## src/rtl/lap_timer_if.sv

```systemverilog
// lap_timer_if: mode inputs, lap controls and stopwatch/lap outputs of the
// lap timer. The sat signal exists only when LAP_TIMER_SAT_EN is defined.
interface lap_timer_if #(
  parameter int LAP_DEPTH = 4
);
  localparam int CW = $clog2(LAP_DEPTH + 1);

  logic [1:0]    mode1;
  logic [1:0]    mode2;
  logic          lap_pulse;
  logic          lap_rd;
  logic [5:0]    min_sw;
  logic [5:0]    sec_sw;
  logic [5:0]    secc_sw;
  logic          lap_valid;
  logic [5:0]    lap_min;
  logic [5:0]    lap_sec;
  logic [5:0]    lap_secc;
  logic [CW-1:0] lap_count;
  logic          lap_full;
  logic          lap_ovf;
`ifdef LAP_TIMER_SAT_EN
  logic          sat;

  modport master (
    output mode1, mode2, lap_pulse, lap_rd,
    input  min_sw, sec_sw, secc_sw, lap_valid, lap_min, lap_sec, lap_secc,
    input  lap_count, lap_full, lap_ovf, sat
  );

  modport slave (
    input  mode1, mode2, lap_pulse, lap_rd,
    output min_sw, sec_sw, secc_sw, lap_valid, lap_min, lap_sec, lap_secc,
    output lap_count, lap_full, lap_ovf, sat
  );
`else
  modport master (
    output mode1, mode2, lap_pulse, lap_rd,
    input  min_sw, sec_sw, secc_sw, lap_valid, lap_min, lap_sec, lap_secc,
    input  lap_count, lap_full, lap_ovf
  );

  modport slave (
    input  mode1, mode2, lap_pulse, lap_rd,
    output min_sw, sec_sw, secc_sw, lap_valid, lap_min, lap_sec, lap_secc,
    output lap_count, lap_full, lap_ovf
  );
`endif
endinterface

```

## src/rtl/lap_timer.sv

```systemverilog
// lap_timer: stopwatch (minutes / seconds / tenths) with pause/resume and a
// first-word fall-through lap capture FIFO with sticky overflow flag.
// Optional macro LAP_TIMER_SAT_EN: saturate at MAX_MIN:59.9 and drive sat.
module lap_timer #(
  parameter int         CLOCKS4TICK    = 10,
  parameter int         LAP_DEPTH      = 4,
  parameter int         MAX_MIN        = 59,
  parameter logic [1:0] M1_TIMER       = 2'd2,
  parameter logic [1:0] M2_TIMER_G     = 2'd0,
  parameter logic [1:0] M2_TIMER_START = 2'd1,
  parameter logic [1:0] M2_TIMER_STOP  = 2'd2
) (
  input logic        clk,
  input logic        reset_n,
  lap_timer_if.slave bus
);

  localparam int PW   = (CLOCKS4TICK > 1) ? $clog2(CLOCKS4TICK) : 1;
  localparam int CW   = $clog2(LAP_DEPTH + 1);
  localparam int PTRW = $clog2(LAP_DEPTH);
  localparam logic [PW-1:0]   PRESC_MAX = PW'(CLOCKS4TICK - 1);
  localparam logic [PTRW-1:0] PTR_LAST  = PTRW'(LAP_DEPTH - 1);
  localparam logic [CW-1:0]   CNT_FULL  = CW'(LAP_DEPTH);
  localparam logic [5:0]      MAX_MIN6  = 6'(MAX_MIN);

  typedef enum logic [1:0] {
    ST_CLEARED = 2'b00,
    ST_RUN     = 2'b01,
    ST_PAUSED  = 2'b10
  } state_t;

  state_t          state_q, state_d;
  logic            clear_s, run_s, hold_s, advance_s, tick_s;
  logic [PW-1:0]   presc_q;
  logic [5:0]      min_q, sec_q, secc_q;
  logic [5:0]      min_inc_s, sec_inc_s, secc_inc_s;
  logic [17:0]     mem_q [LAP_DEPTH];
  logic [PTRW-1:0] wr_ptr_q, wr_ptr_d, rd_ptr_q, rd_ptr_d;
  logic [CW-1:0]   count_q, count_d;
  logic            ovf_q, ovf_d;
  logic            push_req_s, push_ok_s, pop_ok_s;
  logic [17:0]     push_data_s, head_q, head_d;
  logic            valid_q, full_q;

  // Circular pointer advance that works for non power-of-two depths.
  function automatic logic [PTRW-1:0] ptr_inc(input logic [PTRW-1:0] p);
    if (p == PTR_LAST) begin
      return {PTRW{1'b0}};
    end else begin
      return p + PTRW'(1);
    end
  endfunction

  // FSM state register.
  always_ff @(posedge clk or negedge reset_n) begin
    if (!reset_n) begin
      state_q <= ST_CLEARED;
    end else begin
      state_q <= state_d;
    end
  end

  // Mode decode: clear conditions take priority, STOP only pauses a running timer.
  always_comb begin
    state_d = state_q;
    clear_s = 1'b0;
    if (bus.mode1 != M1_TIMER) begin
      state_d = ST_CLEARED;
      clear_s = 1'b1;
    end else begin
      case (bus.mode2)
        M2_TIMER_G: begin
          state_d = ST_CLEARED;
          clear_s = 1'b1;
        end
        M2_TIMER_START: state_d = ST_RUN;
        M2_TIMER_STOP: begin
          if (state_q == ST_CLEARED) begin
            state_d = ST_CLEARED;
          end else begin
            state_d = ST_PAUSED;
          end
        end
        default: state_d = state_q;
      endcase
    end
  end

  // Counting and lap capture act in the cycle whose decoded state is RUN.
  assign run_s = (state_d == ST_RUN);

`ifdef LAP_TIMER_SAT_EN
  logic at_max_s, inc_at_max_s, sat_q;
  assign at_max_s     = (min_q == MAX_MIN6) && (sec_q == 6'd59) && (secc_q == 6'd9);
  assign inc_at_max_s = (min_inc_s == MAX_MIN6) && (sec_inc_s == 6'd59) && (secc_inc_s == 6'd9);
  assign hold_s       = at_max_s;
`else
  assign hold_s = 1'b0;
`endif

  assign advance_s = run_s && !hold_s;
  assign tick_s    = advance_s && (presc_q == PRESC_MAX);

  // Single-cycle sum-and-carry of the time by one tenth.
  always_comb begin
    secc_inc_s = secc_q;
    sec_inc_s  = sec_q;
    min_inc_s  = min_q;
    if (secc_q == 6'd9) begin
      secc_inc_s = 6'd0;
      if (sec_q == 6'd59) begin
        sec_inc_s = 6'd0;
        if (min_q == MAX_MIN6) begin
          min_inc_s = 6'd0;
        end else begin
          min_inc_s = min_q + 6'd1;
        end
      end else begin
        sec_inc_s = sec_q + 6'd1;
      end
    end else begin
      secc_inc_s = secc_q + 6'd1;
    end
  end

  // Prescaler and time registers; paused/held states keep prescaler phase.
  always_ff @(posedge clk or negedge reset_n) begin
    if (!reset_n) begin
      presc_q <= {PW{1'b0}};
      min_q   <= 6'd0;
      sec_q   <= 6'd0;
      secc_q  <= 6'd0;
    end else if (clear_s) begin
      presc_q <= {PW{1'b0}};
      min_q   <= 6'd0;
      sec_q   <= 6'd0;
      secc_q  <= 6'd0;
    end else if (tick_s) begin
      presc_q <= {PW{1'b0}};
      min_q   <= min_inc_s;
      sec_q   <= sec_inc_s;
      secc_q  <= secc_inc_s;
    end else if (advance_s) begin
      presc_q <= presc_q + PW'(1);
    end
  end

`ifdef LAP_TIMER_SAT_EN
  // Saturation flag follows the time into and out of MAX_MIN:59.9.
  always_ff @(posedge clk or negedge reset_n) begin
    if (!reset_n) begin
      sat_q <= 1'b0;
    end else if (clear_s) begin
      sat_q <= 1'b0;
    end else begin
      sat_q <= tick_s ? inc_at_max_s : at_max_s;
    end
  end
`endif

  // A push may use the slot freed by a simultaneous pop; pops need data.
  assign push_data_s = {min_q, sec_q, secc_q};
  assign push_req_s  = run_s && bus.lap_pulse;
  assign pop_ok_s    = !clear_s && bus.lap_rd && (count_q != {CW{1'b0}});
  assign push_ok_s   = push_req_s && ((count_q != CNT_FULL) || pop_ok_s);

  // FIFO pointer, occupancy and overflow next-state.
  always_comb begin
    wr_ptr_d = wr_ptr_q;
    rd_ptr_d = rd_ptr_q;
    count_d  = count_q;
    ovf_d    = ovf_q;
    if (clear_s) begin
      wr_ptr_d = {PTRW{1'b0}};
      rd_ptr_d = {PTRW{1'b0}};
      count_d  = {CW{1'b0}};
      ovf_d    = 1'b0;
    end else begin
      if (push_ok_s) begin
        wr_ptr_d = ptr_inc(wr_ptr_q);
      end else begin
        wr_ptr_d = wr_ptr_q;
      end
      if (pop_ok_s) begin
        rd_ptr_d = ptr_inc(rd_ptr_q);
      end else begin
        rd_ptr_d = rd_ptr_q;
      end
      if (push_ok_s && !pop_ok_s) begin
        count_d = count_q + CW'(1);
      end else if (pop_ok_s && !push_ok_s) begin
        count_d = count_q - CW'(1);
      end else begin
        count_d = count_q;
      end
      if (push_req_s && !push_ok_s) begin
        ovf_d = 1'b1;
      end else begin
        ovf_d = ovf_q;
      end
    end
  end

  // Next head value, bypassing the write when the new entry becomes the head.
  always_comb begin
    head_d = 18'd0;
    if (count_d == {CW{1'b0}}) begin
      head_d = 18'd0;
    end else if (push_ok_s && (wr_ptr_q == rd_ptr_d)) begin
      head_d = push_data_s;
    end else begin
      head_d = mem_q[rd_ptr_d];
    end
  end

  // Lap storage; contents are only observed through the registered head.
  always_ff @(posedge clk) begin
    if (push_ok_s) begin
      mem_q[wr_ptr_q] <= push_data_s;
    end
  end

  // FIFO control state and registered lap outputs.
  always_ff @(posedge clk or negedge reset_n) begin
    if (!reset_n) begin
      wr_ptr_q <= {PTRW{1'b0}};
      rd_ptr_q <= {PTRW{1'b0}};
      count_q  <= {CW{1'b0}};
      ovf_q    <= 1'b0;
      head_q   <= 18'd0;
      valid_q  <= 1'b0;
      full_q   <= 1'b0;
    end else begin
      wr_ptr_q <= wr_ptr_d;
      rd_ptr_q <= rd_ptr_d;
      count_q  <= count_d;
      ovf_q    <= ovf_d;
      head_q   <= head_d;
      valid_q  <= (count_d != {CW{1'b0}});
      full_q   <= (count_d == CNT_FULL);
    end
  end

  assign bus.min_sw    = min_q;
  assign bus.sec_sw    = sec_q;
  assign bus.secc_sw   = secc_q;
  assign bus.lap_valid = valid_q;
  assign bus.lap_min   = head_q[17:12];
  assign bus.lap_sec   = head_q[11:6];
  assign bus.lap_secc  = head_q[5:0];
  assign bus.lap_count = count_q;
  assign bus.lap_full  = full_q;
  assign bus.lap_ovf   = ovf_q;
`ifdef LAP_TIMER_SAT_EN
  assign bus.sat       = sat_q;
`endif

endmodule

```

## src/flat_wrapper.sv

```systemverilog
// flat-port wrapper written by rule: the top's interface ports become plain ports
module lap_timer_flat 
#(
  parameter int         CLOCKS4TICK    = 10,
  parameter int         LAP_DEPTH      = 4,
  parameter int         MAX_MIN        = 59,
  parameter logic [1:0] M1_TIMER       = 2'd2,
  parameter logic [1:0] M2_TIMER_G     = 2'd0,
  parameter logic [1:0] M2_TIMER_START = 2'd1,
  parameter logic [1:0] M2_TIMER_STOP  = 2'd2
)
  (clk, reset_n, bus_mode1, bus_mode2, bus_lap_pulse, bus_lap_rd, bus_min_sw, bus_sec_sw, bus_secc_sw, bus_lap_valid, bus_lap_min, bus_lap_sec, bus_lap_secc, bus_lap_count, bus_lap_full, bus_lap_ovf);
  lap_timer_if #(.LAP_DEPTH(LAP_DEPTH)) bus_i ();
  input logic clk;
  input logic reset_n;
  input wire logic [$bits(bus_i.mode1)-1:0] bus_mode1;
  input wire logic [$bits(bus_i.mode2)-1:0] bus_mode2;
  input wire logic [$bits(bus_i.lap_pulse)-1:0] bus_lap_pulse;
  input wire logic [$bits(bus_i.lap_rd)-1:0] bus_lap_rd;
  output wire logic [$bits(bus_i.min_sw)-1:0] bus_min_sw;
  output wire logic [$bits(bus_i.sec_sw)-1:0] bus_sec_sw;
  output wire logic [$bits(bus_i.secc_sw)-1:0] bus_secc_sw;
  output wire logic [$bits(bus_i.lap_valid)-1:0] bus_lap_valid;
  output wire logic [$bits(bus_i.lap_min)-1:0] bus_lap_min;
  output wire logic [$bits(bus_i.lap_sec)-1:0] bus_lap_sec;
  output wire logic [$bits(bus_i.lap_secc)-1:0] bus_lap_secc;
  output wire logic [$bits(bus_i.lap_count)-1:0] bus_lap_count;
  output wire logic [$bits(bus_i.lap_full)-1:0] bus_lap_full;
  output wire logic [$bits(bus_i.lap_ovf)-1:0] bus_lap_ovf;
  assign bus_i.mode1 = bus_mode1;
  assign bus_i.mode2 = bus_mode2;
  assign bus_i.lap_pulse = bus_lap_pulse;
  assign bus_i.lap_rd = bus_lap_rd;
  assign bus_min_sw = bus_i.min_sw;
  assign bus_sec_sw = bus_i.sec_sw;
  assign bus_secc_sw = bus_i.secc_sw;
  assign bus_lap_valid = bus_i.lap_valid;
  assign bus_lap_min = bus_i.lap_min;
  assign bus_lap_sec = bus_i.lap_sec;
  assign bus_lap_secc = bus_i.lap_secc;
  assign bus_lap_count = bus_i.lap_count;
  assign bus_lap_full = bus_i.lap_full;
  assign bus_lap_ovf = bus_i.lap_ovf;
  lap_timer #(.CLOCKS4TICK(CLOCKS4TICK), .LAP_DEPTH(LAP_DEPTH), .MAX_MIN(MAX_MIN), .M1_TIMER(M1_TIMER), .M2_TIMER_G(M2_TIMER_G), .M2_TIMER_START(M2_TIMER_START), .M2_TIMER_STOP(M2_TIMER_STOP)) u_core (.clk(clk), .reset_n(reset_n), .bus(bus_i));
endmodule
```

## config.mk

```make
export PLATFORM = sky130hd
export DESIGN_NAME = lap_timer_flat
export DESIGN_NICKNAME = d
export VERILOG_FILES = /design/src/rtl/lap_timer_if.sv /design/src/rtl/lap_timer.sv /design/src/flat_wrapper.sv
export SDC_FILE = /design/constraint.sdc
export NUM_CORES = 1
export LEC_CHECK = 0
export ABC_AREA = 0
export BUFFER_PORTS_ARGS = -buffer_cell sky130_fd_sc_hd__buf_2
export CAP_MARGIN = 10
export CELL_PAD_IN_SITES_DETAIL_PLACEMENT = 0
export CELL_PAD_IN_SITES_GLOBAL_PLACEMENT = 1
export CORE_MARGIN = 2
export CORE_UTILIZATION = 52
export CTS_CLUSTER_DIAMETER = 50
export DETAILED_ROUTE_END_ITERATION = 16
export PLACE_DENSITY = 0.82
export SYNTH_ARGS = -nofsm -noshare
export SYNTH_HDL_FRONTEND = slang
export SYNTH_SLANG_ARGS = --single-unit
```

## constraint.sdc

```tcl
create_clock -name clk -period 7.82 [get_ports clk]
set_input_delay 1.564 -clock clk [delete_from_list [all_inputs] [get_ports clk]]
set_output_delay 1.564 -clock clk [all_outputs]
set_load 0.05 [all_outputs]
```

==> results.txt <==
In this run, CTS created clock tree buffers numbering 17. The tools report the remaining global-route overflow as 0. Detailed placement finished with a half-perimeter wire length of 6480 um. For the number of antenna diodes, the log shows 0. When the netlist entered floorplanning its net count stood at 457. The number of port buffers came out at 49. The worst register-to-register path has a setup slack of 4740 ps. TritonCTS built the clock tree. The number of antenna violations at the first check in global routing was 0.

STA classifies the critical path endpoint as a flip-flop. The logs give 50 for the number of distinct library cell variants in the gate-level netlist after synthesis and 0.00281 uW for the static leakage power. Dividing the final minimum period by the clock period gives 47.2%. Setup repair after global routing left no endpoint under its margin.

The final period demand of the worst path came out at 3690 ps. The min-delay analysis places its worst path in the category flip-flop to flip-flop. The logs give 0 for the number of endpoints with negative hold slack in the final report and 0 ps for the final-layout setup total negative slack.

Based on the critical path, the design can be clocked at up to 271 MHz. The final design area excluding fillers is 6300 sq um. After detailed routing, the number of vias per cell comes to 5.50.

Ranked by total cell area, the synthesized netlist is headed by sky130_fd_sc_hd__edfxtp_1, sky130_fd_sc_hd__dfrtp_1, sky130_fd_sc_hd__nand2_1, sky130_fd_sc_hd__mux2i_1, sky130_fd_sc_hd__ha_1. Setup violations remaining at the end of the flow were counted as 0. The tools report the number of sinks on the clock net as 124. Synthesis produced 435 cells.

Combinational family with the most area after synthesis: simple AND/OR/NAND/NOR gates. Number of nets in the layout: 511. Wires add up to 10900 um.

In this run the mean area of a mapped cell was 12.3 sq um. The flow ran to the end, and the final reports show no timing, DRC or antenna violations. From synthesis to final layout, the design area changed by 17.5%.

Summing the areas of all compound-gate instances in the mapped netlist gives 9.76% of the synthesized area. Global routing used 21.7% of the available tracks. The tool flagged a number of max-cap violations equal to 0. The clock transition time at the flip-flop clock pins of the worst setup and hold paths came out at 60 ps. The run gives 37 as the number of cell rows. Counting flops with an async set or reset pin after synthesis yields a share of 41.9%. Entering global routing, the biggest net connects 53 pins. Via count of the first global-routing pass: 3577.

The area of the core came out at 10200 sq um. The data arrival at the endpoint of the critical path is 4090 ps. The required time at the worst-slack endpoint came out at 8220 ps.

For the overall die area, the log shows 11100 sq um. The tools report the buffer levels on the longest clock path as 2. The clock tree root driver cell was sky130_fd_sc_hd__clkbuf_8. For this configuration, the core starts out at a cell density of 52.6%.

The warning count from the yosys run came out at 0. Of the post-synthesis cell area, the part taken by muxes is 4.55%. For the number of DRC violations after detailed routing, the log shows 0. For this run, the leading register cell type out of synthesis is sky130_fd_sc_hd__edfxtp_1. STA classifies the critical path startpoint as an input port. Largest area contributor in the synthesized netlist: sky130_fd_sc_hd__edfxtp_1. Post-CTS repair changed the size of 0 cells.

For the total placed instance area, the log shows 5710 sq um. Routability-driven placement finished with a final weighted congestion of 0.786. The final-report max-slew violation count was 0; the final core area utilization was 61.9%. Summing the sequential cell areas from Yosys gives 64.6% of the chip area. Detailed routing inserted a total of 3509 vias. Summing the areas of all fa, ha and maj instances in the mapped netlist gives 3.27% of the synthesized area. The synthesized design contains 124 register bits. In this run the post-CTS setup repair buffer count came out at 0. For the peak supply drop, the log shows 0.130 mV. Highest net fanout along the worst path: 38.

For the number of H-tree levels, the log shows 4. The simple logic cell fraction of the synthesized area is 13.0%, and the horizontal die dimension is 106 um. In this run, post-CTS hold repair placed 0 buffers. The worst clock skew was 8.88 ps. Sorting the synthesized cells by how often they occur yields sky130_fd_sc_hd__edfxtp_1, sky130_fd_sc_hd__nand2_1, sky130_fd_sc_hd__dfrtp_1, sky130_fd_sc_hd__nor2_1, sky130_fd_sc_hd__a21oi_1.

The number of synthesized flops with an enable pin is 72. The start-to-end type of the worst setup path was input port to flip-flop. At the pin with the least slew margin, the transition time is 1020 ps. The tools report the top-level port count as 50. The cell area that synthesis handed to floorplanning was 5360 sq um. In this run the worst setup path begins at bus_mode1[0]. Summing the areas of all xor and xnor instances in the mapped netlist gives 1.96% of the synthesized area. Headroom to the max-slew limit came out at 32.2%.

For the worst-skew pair, the clock arrives at the later sink with an insertion delay of 530 ps. In the final layout, the share of cells above drive strength 1 is 18.9%. The first TritonRoute pass finished after 4 iterations. The startpoint of the most critical register-to-register path was u_core.bus.lap_count[0]$_DFF_PN0_.

The startpoint identified for the worst hold timing path is u_core.state_q[0]$_DFF_PN0_. The height of the die is 106 um. Leading cell type by number of instances after synthesis: sky130_fd_sc_hd__edfxtp_1. After synthesis, the largest area contributor takes up 40.3% of total cell area. The cell area power density works out to 241 nW/um^2. For this block, the initial DRC count from the detailed router was 130. The routed wire length per instance is 17.1 um. The count of nets left with antenna violations once routing finished came out at 0.

Final hold analysis gives a worst-case slack of 503 ps. The tools report the number of filler cells placed in the layout as 816. The wire length of the first global-routing pass came out at 18300 um.
-- report_power, final --
group          internal (uW)  switching [uW]  leakage, uW  total, uW
sequential               693            4.63      0.00142        697
clock                    512             274     0.000289        785
combinational           9.76            27.4      0.00110       37.2
-- sequential cells by signal, indices dropped and copies added, names as in the netlist, 2 cells and up --
register	cells
u_core.bus.sec_sw	6
u_core.bus.min_sw	6
u_core.rd_ptr_q	2
u_core.presc_q	4
u_core.wr_ptr_q	2
u_core.mem_q	72
u_core.state_q	2
u_core.head_q	18
u_core.bus.lap_count	3
u_core.bus.secc_sw	6
-- layout make-up --
class	count	area [sq um]	share of cell area, %
Timing Repair Buffer	53	275	4.37
Clock inverter	14	176	2.80
Tap cell	136	170	2.70
Clock buffer	18	418	6.63
Inverter	13	48.8	0.775
Multi-Input combinational cell	280	1750	27.7
Sequential cell	124	3460	55.0
-- worst paths after layout --
path	cells past startpoint	end
setup / recovery	11	u_core.head_q[11]$_DFF_PN0_
hold / removal	1	u_core.state_q[0]$_DFF_PN0_
setup reg to reg	12	u_core.head_q[11]$_DFF_PN0_
hold reg to reg	1	u_core.state_q[0]$_DFF_PN0_
max in group asynchronous	2	u_core.bus.sec_sw[0]$_DFFE_PN0P_
min in group asynchronous	2	u_core.state_q[0]$_DFF_PN0_
-- kinds of logic after synthesis --
kind of cell | after synthesis
buf+inv | 31
simple gates | 154
flops | 124
fa+ha+maj | 14
xor+xnor | 12
mux | 24
compound gates | 76
-- per-stage QoR --
step	total power [uW]	instances	setup WS, ps
floorplan	732	435	4350
finish	1520	638	4130
detailed placement	748	606	3560
global placement	747	606	3640
CTS	1530	638	4110
global route	1570	638	3770
-- critical path, stage by stage --
cell	delay, ps
sky130_fd_sc_hd__buf_2	100
sky130_fd_sc_hd__nand2b_4	140
sky130_fd_sc_hd__nor2_1	460
sky130_fd_sc_hd__o21ai_2	100
sky130_fd_sc_hd__buf_4	280
sky130_fd_sc_hd__inv_2	550
sky130_fd_sc_hd__xnor2_1	130
sky130_fd_sc_hd__nand3_1	100
sky130_fd_sc_hd__buf_4	340
sky130_fd_sc_hd__mux2i_1	240
sky130_fd_sc_hd__nor2_1	60
-- per-layer routing --
layer  global-route usage [%]  vias up  share of wire (%)
met5                        0        -                  0
met4                     9.02        0                1.6
met3                     6.00       21                4.2
met2                     35.5       72                 49
met1                     27.4     1731                 45
li1                         -     1685                  -
-- cell usage in the layout (no fill, tap or decap), types with 8 or more instances in the layout --
master	count
sky130_fd_sc_hd__edfxtp_1	72
sky130_fd_sc_hd__nand2_1	69
sky130_fd_sc_hd__inv_1	10
sky130_fd_sc_hd__clkbuf_16	16
sky130_fd_sc_hd__buf_2	49
sky130_fd_sc_hd__xor2_1	8
sky130_fd_sc_hd__ha_1	14
sky130_fd_sc_hd__a32oi_1	18
sky130_fd_sc_hd__dfrtp_1	52
sky130_fd_sc_hd__a21oi_1	24
sky130_fd_sc_hd__nor2_1	43
sky130_fd_sc_hd__o21ai_0	11
sky130_fd_sc_hd__mux2i_1	23
(Power assumes the default switching activity.)
